--- config.mk ---
export PLATFORM = sky130hd
export DESIGN_NAME = mem_access_ctrl_flat
export DESIGN_NICKNAME = d
export VERILOG_FILES = /design/src/rtl/mem_access_pkg.sv /design/src/rtl/mem_access_ctrl_if.sv /design/src/rtl/mem_req_watchdog.sv /design/src/rtl/mem_access_ctrl.sv /design/src/flat_wrapper.sv
export SDC_FILE = /design/constraint.sdc
export NUM_CORES = 1
export LEC_CHECK = 0
export ABC_CLOCK_PERIOD_IN_PS = 1300
export BUFFER_PORTS_ARGS = -buffer_cell sky130_fd_sc_hd__buf_2
export CORE_MARGIN = 1
export CORE_UTILIZATION = 40
export CTS_BUF_LIST = sky130_fd_sc_hd__clkbuf_16
export DETAILED_ROUTE_END_ITERATION = 10
export PLACE_DENSITY = 0.83
export SLEW_MARGIN = 20
export SYNTH_ARGS = -nofsm -noshare
export SYNTH_HDL_FRONTEND = slang
export SYNTH_SLANG_ARGS = --single-unit
--- constraint.sdc ---
create_clock -name clk -period 1.3 [get_ports clk]
set_input_delay 0.065 -clock clk [delete_from_list [all_inputs] [get_ports clk]]
set_output_delay 0.065 -clock clk [all_outputs]
set_load 0.03 [all_outputs]
--- src/rtl/mem_access_pkg.sv ---
`default_nettype none
// ============================================================================
//  Module      : mem_access_pkg
//  Description : FSM state and memory-operation types for mem_access_ctrl.
//  Revision    : 1.0 - initial release
// ============================================================================
package mem_access_pkg;

    typedef enum logic [1:0] {
        S_FETCH  = 2'd0,
        S_EXEC   = 2'd1,
        S_DATA   = 2'd2,
        S_COMMIT = 2'd3
    } state_t;

    typedef enum logic [1:0] {
        OP_NONE  = 2'd0,
        OP_LOAD  = 2'd1,
        OP_STORE = 2'd2
    } op_t;

    // A request with both strobes set is treated as a store.
    function automatic op_t decode_op(input logic re, input logic we);
        return we ? OP_STORE : (re ? OP_LOAD : OP_NONE);
    endfunction

endpackage
`default_nettype wire

--- src/rtl/mem_access_ctrl_if.sv ---
`default_nettype none
// ============================================================================
//  Module      : mem_access_ctrl_if
//  Description : Core-side and memory-side signal bundle of mem_access_ctrl.
//  Revision    : 1.0 - initial release
// ============================================================================
interface mem_access_ctrl_if;

    logic [31:0] next_pc;
    logic [31:0] ls_addr;
    logic [31:0] ls_wdata;
    logic        ls_re;
    logic        ls_we;
    logic        jisr;
    logic        eret;
    logic [31:0] epc;

    logic [31:0] PC;
    logic [31:0] I;
    logic        E;
    logic [31:0] ls_rdata;
    logic        misalign;
    logic        bus_err;

    logic        mem_req;
    logic        mem_we;
    logic [29:0] mem_addr;
    logic [31:0] mem_wdata;
    logic [31:0] mem_rdata;
    logic        mem_ack;

    modport master (
        input  next_pc, ls_addr, ls_wdata, ls_re, ls_we, jisr, eret, epc,
        input  mem_rdata, mem_ack,
        output PC, I, E, ls_rdata, misalign, bus_err,
        output mem_req, mem_we, mem_addr, mem_wdata
    );

    modport slave (
        output next_pc, ls_addr, ls_wdata, ls_re, ls_we, jisr, eret, epc,
        output mem_rdata, mem_ack,
        input  PC, I, E, ls_rdata, misalign, bus_err,
        input  mem_req, mem_we, mem_addr, mem_wdata
    );

endinterface
`default_nettype wire

--- src/rtl/mem_req_watchdog.sv ---
`default_nettype none
// ============================================================================
//  Module      : mem_req_watchdog
//  Description : Counts consecutive unanswered request cycles and flags a
//                timeout on the TIMEOUT_CYCLES-th one.
//  Revision    : 1.0 - initial release
// ============================================================================
module mem_req_watchdog #(
    parameter int TIMEOUT_CYCLES = 16
) (
    input  wire logic clk,
    input  wire logic rst,
    input  wire logic i_req,
    input  wire logic i_ack,
    output logic      o_timeout
);

    localparam int c_CNT_W = (TIMEOUT_CYCLES > 1) ? $clog2(TIMEOUT_CYCLES) : 1;
    localparam logic [c_CNT_W-1:0] c_LAST = c_CNT_W'(TIMEOUT_CYCLES - 1);

    logic [c_CNT_W-1:0] r_count;
    logic               w_stall;

    assign w_stall   = i_req & ~i_ack;
    assign o_timeout = w_stall & (r_count == c_LAST);

    always_ff @(posedge clk) begin
        if (rst || !w_stall || o_timeout) begin
            r_count <= '0;
        end else begin
            r_count <= r_count + 1'b1;
        end
    end

endmodule
`default_nettype wire

--- src/rtl/mem_access_ctrl.sv ---
`default_nettype none
// ============================================================================
//  Module      : mem_access_ctrl
//  Description : Fetch / execute / data / commit sequencer between a core and
//                a single-port request/ack memory. Define MEM_ACCESS_TIMEOUT_EN
//                to enable the request watchdog and bus_err reporting.
//  Revision    : 1.0 - initial release
// ============================================================================
module mem_access_ctrl
    import mem_access_pkg::*;
#(
    parameter logic [31:0] RESET_PC       = 32'h0,
    parameter logic [31:0] ISR_PC         = 32'h0,
    parameter int          TIMEOUT_CYCLES = 16
) (
    input  wire logic          clk,
    input  wire logic          rst,
    mem_access_ctrl_if.master  bus
);

    state_t      r_state;
    state_t      w_next_state;
    op_t         r_op;
    logic [31:0] r_pc;
    logic [31:0] r_instr;
    logic [31:0] r_ls_rdata;
    logic [31:0] r_ls_wdata;
    logic [29:0] r_ls_word;

    logic        w_mem_req;
    logic        w_mem_we;
    logic [29:0] w_mem_addr;
    logic [31:0] w_mem_wdata;
    logic        w_e;
    logic        w_misalign;
    logic        w_timeout;
    logic        w_ls_access;
    logic        w_ls_aligned;

    assign w_ls_access  = bus.ls_re | bus.ls_we;
    assign w_ls_aligned = (bus.ls_addr[1:0] == 2'b00);
    // Gated by rst so a pending request vanishes as soon as reset is seen.
    assign w_mem_req    = ~rst & ((r_state == S_FETCH) | (r_state == S_DATA));

`ifdef MEM_ACCESS_TIMEOUT_EN
    mem_req_watchdog #(
        .TIMEOUT_CYCLES (TIMEOUT_CYCLES)
    ) u_watchdog (
        .clk       (clk),
        .rst       (rst),
        .i_req     (w_mem_req),
        .i_ack     (bus.mem_ack),
        .o_timeout (w_timeout)
    );
`else
    // No watchdog: an unanswered request waits forever.
    assign w_timeout = 1'b0 & (TIMEOUT_CYCLES != 0);
`endif

    always_ff @(posedge clk) begin
        if (rst) begin
            r_state <= S_FETCH;
        end else begin
            r_state <= w_next_state;
        end
    end

    always_comb begin
        w_next_state = r_state;
        w_mem_we     = 1'b0;
        w_mem_addr   = r_pc[31:2];
        w_mem_wdata  = '0;
        w_e          = 1'b0;
        w_misalign   = 1'b0;
        case (r_state)
            S_FETCH: begin
                if (bus.mem_ack || w_timeout) begin
                    w_next_state = S_EXEC;
                end
            end
            S_EXEC: begin
                w_e = ~rst;
                if (w_ls_access && w_ls_aligned) begin
                    w_next_state = S_DATA;
                end else begin
                    w_misalign   = ~rst & w_ls_access;
                    w_next_state = S_COMMIT;
                end
            end
            S_DATA: begin
                w_mem_addr  = r_ls_word;
                w_mem_we    = ~rst & (r_op == OP_STORE);
                w_mem_wdata = r_ls_wdata;
                if (bus.mem_ack || w_timeout) begin
                    w_next_state = S_COMMIT;
                end
            end
            S_COMMIT: begin
                w_next_state = S_FETCH;
            end
            default: begin
                w_next_state = S_FETCH;
            end
        endcase
    end

    always_ff @(posedge clk) begin
        if (rst) begin
            r_pc       <= RESET_PC;
            r_instr    <= '0;
            r_ls_rdata <= '0;
            r_ls_wdata <= '0;
            r_ls_word  <= '0;
            r_op       <= OP_NONE;
        end else begin
            case (r_state)
                S_FETCH: begin
                    if (bus.mem_ack) begin
                        r_instr <= bus.mem_rdata;
                    end else if (w_timeout) begin
                        r_instr <= '0;
                    end
                end
                S_EXEC: begin
                    r_op       <= decode_op(bus.ls_re, bus.ls_we);
                    r_ls_word  <= bus.ls_addr[31:2];
                    r_ls_wdata <= bus.ls_wdata;
                end
                S_DATA: begin
                    // A timed-out load leaves ls_rdata untouched.
                    if (bus.mem_ack && (r_op == OP_LOAD)) begin
                        r_ls_rdata <= bus.mem_rdata;
                    end
                end
                S_COMMIT: begin
                    if (bus.jisr) begin
                        r_pc <= ISR_PC;
                    end else if (bus.eret) begin
                        r_pc <= bus.epc;
                    end else begin
                        r_pc <= bus.next_pc;
                    end
                end
                default: begin
                    r_pc <= r_pc;
                end
            endcase
        end
    end

    assign bus.PC        = r_pc;
    assign bus.I         = r_instr;
    assign bus.E         = w_e;
    assign bus.ls_rdata  = r_ls_rdata;
    assign bus.misalign  = w_misalign;
    assign bus.bus_err   = w_timeout;
    assign bus.mem_req   = w_mem_req;
    assign bus.mem_we    = w_mem_we;
    assign bus.mem_addr  = w_mem_addr;
    assign bus.mem_wdata = w_mem_wdata;

endmodule
`default_nettype wire

--- src/flat_wrapper.sv ---
// flat-port wrapper written by rule: the top's interface ports become plain ports
module mem_access_ctrl_flat import mem_access_pkg::*;
#(
    parameter logic [31:0] RESET_PC       = 32'h0,
    parameter logic [31:0] ISR_PC         = 32'h0,
    parameter int          TIMEOUT_CYCLES = 16
)
  (clk, rst, bus_next_pc, bus_ls_addr, bus_ls_wdata, bus_ls_re, bus_ls_we, bus_jisr, bus_eret, bus_epc, bus_mem_rdata, bus_mem_ack, bus_PC, bus_I, bus_E, bus_ls_rdata, bus_misalign, bus_bus_err, bus_mem_req, bus_mem_we, bus_mem_addr, bus_mem_wdata);
  mem_access_ctrl_if bus_i ();
  input  wire logic clk;
  input  wire logic rst;
  input wire logic [$bits(bus_i.next_pc)-1:0] bus_next_pc;
  input wire logic [$bits(bus_i.ls_addr)-1:0] bus_ls_addr;
  input wire logic [$bits(bus_i.ls_wdata)-1:0] bus_ls_wdata;
  input wire logic [$bits(bus_i.ls_re)-1:0] bus_ls_re;
  input wire logic [$bits(bus_i.ls_we)-1:0] bus_ls_we;
  input wire logic [$bits(bus_i.jisr)-1:0] bus_jisr;
  input wire logic [$bits(bus_i.eret)-1:0] bus_eret;
  input wire logic [$bits(bus_i.epc)-1:0] bus_epc;
  input wire logic [$bits(bus_i.mem_rdata)-1:0] bus_mem_rdata;
  input wire logic [$bits(bus_i.mem_ack)-1:0] bus_mem_ack;
  output wire logic [$bits(bus_i.PC)-1:0] bus_PC;
  output wire logic [$bits(bus_i.I)-1:0] bus_I;
  output wire logic [$bits(bus_i.E)-1:0] bus_E;
  output wire logic [$bits(bus_i.ls_rdata)-1:0] bus_ls_rdata;
  output wire logic [$bits(bus_i.misalign)-1:0] bus_misalign;
  output wire logic [$bits(bus_i.bus_err)-1:0] bus_bus_err;
  output wire logic [$bits(bus_i.mem_req)-1:0] bus_mem_req;
  output wire logic [$bits(bus_i.mem_we)-1:0] bus_mem_we;
  output wire logic [$bits(bus_i.mem_addr)-1:0] bus_mem_addr;
  output wire logic [$bits(bus_i.mem_wdata)-1:0] bus_mem_wdata;
  assign bus_i.next_pc = bus_next_pc;
  assign bus_i.ls_addr = bus_ls_addr;
  assign bus_i.ls_wdata = bus_ls_wdata;
  assign bus_i.ls_re = bus_ls_re;
  assign bus_i.ls_we = bus_ls_we;
  assign bus_i.jisr = bus_jisr;
  assign bus_i.eret = bus_eret;
  assign bus_i.epc = bus_epc;
  assign bus_i.mem_rdata = bus_mem_rdata;
  assign bus_i.mem_ack = bus_mem_ack;
  assign bus_PC = bus_i.PC;
  assign bus_I = bus_i.I;
  assign bus_E = bus_i.E;
  assign bus_ls_rdata = bus_i.ls_rdata;
  assign bus_misalign = bus_i.misalign;
  assign bus_bus_err = bus_i.bus_err;
  assign bus_mem_req = bus_i.mem_req;
  assign bus_mem_we = bus_i.mem_we;
  assign bus_mem_addr = bus_i.mem_addr;
  assign bus_mem_wdata = bus_i.mem_wdata;
  mem_access_ctrl #(.RESET_PC(RESET_PC), .ISR_PC(ISR_PC), .TIMEOUT_CYCLES(TIMEOUT_CYCLES)) u_core (.clk(clk), .rst(rst), .bus(bus_i));
endmodule
=== Word level (Yosys, flattened, before mapping) ===
Index checks and enable logic that the tools add are counted.

* Equality and inequality tests: 7
* Muxes and demuxes: 14
* Bitwise gates (word level): 6
* Reduce and logical (&&, ||, !) cells: 7

{| class="wikitable"
|+ Operators with widths
! operator !! number
|-
| 32-bit 2-to-1 mux || 3
|-
| 30-bit 2-to-1 mux || 1
|-
| 2-bit case mux with 4 select lines || 1
|-
| 2-bit equality test, second input constant || 3
|-
| 1-bit 2-to-1 mux || 6
|-
| 2-bit 2-to-1 mux || 3
|-
| 2-bit AND reduction || 3
|-
| 2-bit by 1-bit equality test with 1-bit output, second input constant || 2
|-
| 2-bit zero test || 2
|-
| 2-bit != test, second input constant || 2
|-
| 1-bit AND || 3
|-
| 1-bit logical AND || 2
|-
| 1-bit bitwise OR || 2
|-
| 1-bit inverter || 1
|}

* Bits in registers: 162
* Input bits: 167
* Output and inout port bits: 163
* Word-level logic and storage cells: 41

=== Longest topological paths before layout ===
* Word-level depth: 4
* Mapped depth: 7
* Gate-level depth less buffers: 5

=== Worst setup path after synthesis ===
OpenSTA, ideal clock, no wires.

* Path type: reg-to-output
* Start point: register u_core.r_state[1]
* End point: output port bus_misalign
* Arrival time: 1925 ps
* Data required time: 1235 ps
* Path slack: -690 ps
* Stages on the path, launching flop included: 7
* Path buffers: 2
* Cell sequence: dfxtp_1 -> inv_1 -> ha_1 -> buf_2 -> buf_4 -> and2b_1 -> nor3b_1

* Word-level cells in the longest chain between the ends: 2

{| class="wikitable"
|+ Ends and longest elaborated chain
! what !! line !! text
|-
| start, declared || mem_access_ctrl.sv:21 || <nowiki>state_t r_state;</nowiki>
|-
| start signal, assigned || mem_access_ctrl.sv:64 || <nowiki>r_state <= w_next_state;</nowiki>
|-
| 2-bit by 1-bit equality test with 1-bit output || mem_access_ctrl.sv:75 || <nowiki>case (r_state)</nowiki>
|-
| 1-bit 2-to-1 mux || mem_access_ctrl.sv:75 ||
|-
| end, declared || flat_wrapper.sv:26 || <nowiki>output wire logic [$bits(bus_i.misalign)-1:0] bus_misalign;</nowiki>
|}

Every way passes these cells.

=== Worst setup path in the final report ===
* Start point: register u_core.r_state[1]
* End point: output port bus_mem_addr[10]

* Word-level cells in the longest chain between the ends: 2

{| class="wikitable"
|+ Ends and longest elaborated chain
! what !! line !! text
|-
| 2-bit equality test || mem_access_ctrl.sv:75 ||
|-
| 30-bit 2-to-1 mux || mem_access_ctrl.sv:75 ||
|-
| end, declared || flat_wrapper.sv:30 || <nowiki>output wire logic [$bits(bus_i.mem_addr)-1:0] bus_mem_addr;</nowiki>
|}

Every way passes these cells.

==> impl_metrics.sql <==
INSERT INTO impl_metrics (metric_group, metric, value, unit) VALUES
('place', 'detailedPlace.worstSlack', '-0.151', 'ns'),
('cts', 'clock_tree_from_tritoncts', 'done', ''),
('logic_synthesis', 'synth_seq_area_share', '0.461', ''),
('run_status', 'violations', 'negative setup slack', ''),
('place', 'gp_congestion', '0.839', ''),
('global_routing', 'grt_pass1_wl', '43300', 'microns'),
('logic_synthesis', 'ys.warnings.count', '0', ''),
('global_routing', 'largest_net_degree_at_the_start_of_global_routing', '135', ''),
('critical_path', 'critPathLaunchType', 'flop', ''),
('detailed_routing', 'detail-route-antenna-nets', '0', ''),
('sta', 'hold_violations', '0', ''),
('critical_path', 'cp.arrival', '1.75', 'ns'),
('detailed_routing', 'drt_iter0_drc', '460', ''),
('logic_synthesis', 'synth_top_family_by_area', 'multiplexers', ''),
('logic_synthesis', 'synth-xor-area-share', '0', ''),
('job', 'max_cap_viol_count', '0', ''),
('global_routing', 'grt.overflow.total', '0', ''),
('cts', 'worstSkewPairLatency', '0.42', 'ns'),
('logic_synthesis', 'post_synthesis_share_of_cell_area_spent_on_full_adders_half_adders_and_majority_gates', '0.00889', ''),
('place', 'portBuffers', '328', ''),
('sta', 'rsz_0062_raised_after_global_routing', 'true', ''),
('power_and_ir_drop', 'peakVddDrop', '1.19', 'mV'),
('sta', 'finalClockSkew', '0.0109', 'ns'),
('detailed_routing', 'drt_first_pass_iters', '5', ''),
('worst_hold_path', 'min-delay-path-class', 'in2reg', ''),
('detailed_routing', 'drt-total-wl', '33800', 'microns'),
('place', 'hpwl', '14100', 'microns'),
('cts', 'cts.clk_slew.worst_paths', '0.07', 'ns'),
('floorplanning', 'io-pin-count', '330', ''),
('sta', 'slew_viol_final', '0', ''),
('logic_synthesis', 'yosys-mux-area-fraction', '0.206', ''),
('logic_synthesis', 'syn_area', '7030', 'sq um'),
('critical_path', 'critical_path.max_stage_delay', '0.39', 'ns'),
('sta', 'postLayoutSetupSlackWorst', '-0.514', 'ns'),
('logic_synthesis', 'syn_inst', '760', ''),
('layout', 'layout.nets', '1408', ''),
('global_routing', 'global_route.usage.total', '0.311', ''),
('layout', 'multi_input_area', '4710', 'sq um'),
('run_status', 'result_of_the_run', 'complete, but fails checks', ''),
('sta', 'relSlewSlack', '0.482', ''),
('detailed_routing', 'vias_per_cell', '5.51', ''),
('cts', 'clock_sinks', '162', ''),
('cts', 'clk_path_buf_depth', '2', ''),
('logic_synthesis', 'complex_gate_fraction_of_the_synthesized_area', '0.0790', ''),
('layout', 'share_of_post_route_cells_with_drive_strength_above_1', '0.596', ''),
('layout', 'syn_to_final_growth', '90.9', '%'),
('cts', 'htree_num_levels', '4', ''),
('critical_path', 'path_max_fanout', '5', ''),
('global_routing', 'grt_most_used_layer', 'met2', ''),
('place', 'placed_cells', '1285', ''),
('power_and_ir_drop', 'power_density', '1630', 'nW/um^2'),
('global_routing', 'antenna_found_initial', '3', ''),
('sta', 'final-setup-viol-count', '228', ''),
('critical_path', 'required', '1.24', 'ns'),
('logic_synthesis', 'synth_cell_type_count', '29', ''),
('floorplanning', 'die-height', '135', 'microns'),
('critical_path', 'cp_common_cell', 'sky130_fd_sc_hd__buf_12', ''),
('floorplanning', 'placement_rows', '48', ''),
('logic_synthesis', 'postSynthRegisterBits', '162', ''),
('detailed_routing', 'drcViolationCount', '0', ''),
('critical_path', 'timing.critical_path.to_type', 'output pin', ''),
('global_routing', 'grt.met1_usage', '0.307', ''),
('layout', 'non_filler_instances', '1475', ''),
('critical_path', 'crit_type', 'reg2out', ''),
('global_routing', 'groute.layer.met2.usage', '0.577', ''),
('floorplanning', 'fp.dieArea', '18100', 'sq um'),
('global_routing', 'grt.met3_usage', '0.0770', ''),
('critical_path', 'timing.critical_path.slowest_stage_cell', 'sky130_fd_sc_hd__dfxtp_4', ''),
('floorplanning', 'floorplan.die.width', '135', 'microns'),
('sta', 'layout_min_cycle_time', '1.81', 'ns'),
('floorplanning', 'core_region_area', '17200', 'sq um');
worst paths after layout:
kind | startpoint | to | slack [ns] | depth (start not counted)
max | u_core.r_state[1]$_SDFFE_PP0P_ | bus_mem_addr[10] | -0.51 | 5
min | bus_next_pc[16] | u_core.bus.PC[16]$_SDFFE_PP0N_ | 0.02 | 4
max reg2reg | u_core.r_state[1]$_SDFFE_PP0P_ | u_core.bus.ls_rdata[21]$_SDFFE_PP0P_ | -0.49 | 7
min reg2reg | u_core.bus.I[25]$_SDFFE_PP0P_ | u_core.bus.I[25]$_SDFFE_PP0P_ | 0.47 | 2
cells in the mapped netlist:
master	instances	area, sq um
sky130_fd_sc_hd__a21oi_1	88	440
sky130_fd_sc_hd__a21oi_2	10	87.6
sky130_fd_sc_hd__a311oi_1	1	8.76
sky130_fd_sc_hd__and2_1	33	206
sky130_fd_sc_hd__and2b_1	9	67.6
sky130_fd_sc_hd__and4b_1	1	10.0
sky130_fd_sc_hd__and4bb_2	1	12.5
sky130_fd_sc_hd__buf_1	2	7.51
sky130_fd_sc_hd__buf_2	13	65.1
sky130_fd_sc_hd__buf_4	10	75.1
sky130_fd_sc_hd__buf_6	11	124
sky130_fd_sc_hd__clkbuf_1	23	86.3
sky130_fd_sc_hd__conb_1	1	3.75
sky130_fd_sc_hd__dfxtp_1	162	3240
sky130_fd_sc_hd__ha_1	5	62.6
sky130_fd_sc_hd__inv_1	2	7.51
sky130_fd_sc_hd__mux2_2	32	360
sky130_fd_sc_hd__mux2_4	30	450
sky130_fd_sc_hd__mux2i_1	64	641
sky130_fd_sc_hd__nand2_1	129	484
sky130_fd_sc_hd__nand2b_1	1	6.26
sky130_fd_sc_hd__nand3b_1	1	7.51
sky130_fd_sc_hd__nand4b_1	1	8.76
sky130_fd_sc_hd__nor2_1	101	379
sky130_fd_sc_hd__nor2b_1	25	156
sky130_fd_sc_hd__nor3b_1	1	7.51
sky130_fd_sc_hd__o21bai_2	1	11.3
sky130_fd_sc_hd__o31ai_1	1	7.51
sky130_fd_sc_hd__or2_2	1	6.26
state kept, by name, summed over array words and instances (netlist names):
signal and flops:
u_core.bus.PC 32, u_core.r_ls_word 30, u_core.r_state 2, u_core.bus.I 32, u_core.r_ls_wdata 32, u_core.r_op 2
u_core.bus.ls_rdata 32
report_power, final:
group / switching, mW / internal [mW] / leakage [nW] / total (mW)
registers: 0.603 / 5.66 / 1.32 / 6.27
logic: 4.91 / 5.43 / 4.62 / 10.3
clock network: 2.39 / 2.93 / 0.294 / 5.33
placed cells by master, fill, tap and decap left out, drive strengths merged:
| cell | Yosys | routed |
|---|---|---|
| diode | 0 | 1 |
| ha | 5 | 5 |
| o31ai | 1 | 1 |
| and2b | 9 | 9 |
| dfxtp | 162 | 162 |
| nor2b | 25 | 25 |
| and4bb | 1 | 1 |
| nand3b | 1 | 1 |
| o21bai | 1 | 1 |
| nand2b | 1 | 1 |
| and2 | 33 | 33 |
| nand4b | 1 | 1 |
| a21oi | 98 | 98 |
| and4b | 1 | 1 |
| bufbuf | 0 | 1 |
| nor2 | 101 | 101 |
| clkbuf | 23 | 26 |
| bufinv | 0 | 2 |
| mux2 | 62 | 62 |
| nor3b | 1 | 1 |
| or2 | 1 | 1 |
| clkinvlp | 0 | 2 |
| dlygate4sd3 | 0 | 109 |
| a311oi | 1 | 1 |
| clkinv | 0 | 1 |
| nand2 | 129 | 129 |
| inv | 2 | 12 |
| buf | 36 | 397 |
| mux2i | 64 | 64 |
| conb | 1 | 1 |
routing by layer:
metal / wire length, microns / part of all wire
met4: 2410 / 0.071
met1: 11300 / 0.33
met5: 25 / 0.00074
met2: 17500 / 0.52
met3: 2570 / 0.076
final cells by class:
class / instances / area share
antenna: 1 / 0.000186
sequential: 162 / 0.242
inverter: 2 / 0.000746
clock inverter: 15 / 0.0135
tap: 225 / 0.0210
timing repair buffer: 516 / 0.340
multi-input combinational: 537 / 0.351
clock buffer: 17 / 0.0317
cells by family after synthesis:
group	after synthesis
AND/OR/NAND/NOR	304
flip-flops	162
multiplexers	126
AO/OA/AOI/OAI	101
buffers and inverters	61
adder cells (fa/ha/maj)	5
other	1
worst max-delay path, delay by kind of cell, from the launching register on:
| family | cells | cell delay (ns) |
|---|---|---|
| mux | 1 | 0.31 |
| buf+inv | 3 | 0.41 |
| flops | 1 | 0.39 |
| fa+ha+maj | 1 | 0.22 |
metrics by stage:
stage          power [mW]  TNS [ns]   util  cell area [sq um]
2_1_floorplan        10.0     -2.01      -               7210
3_3_place_gp         11.4    -10.04  0.529               9130
3_5_place_dp         11.5    -13.57  0.529               9130
4_1_cts              20.0    -74.41  0.717              12400
5_1_grt              22.6    -85.21  0.779              13400
6_report             21.9    -71.37  0.779              13400
timing repair:
item                                   in CTS  in global routing
buffers inserted                           20                  9
gates resized for setup                   275                239
pin swaps                                  43                 78
cloned                                     18                 12
hold buffers                              109                  0
endpoints found under the hold margin     136                  0
setup endpoints to repair                 219                228
Power figures use the tool's default switching activity.
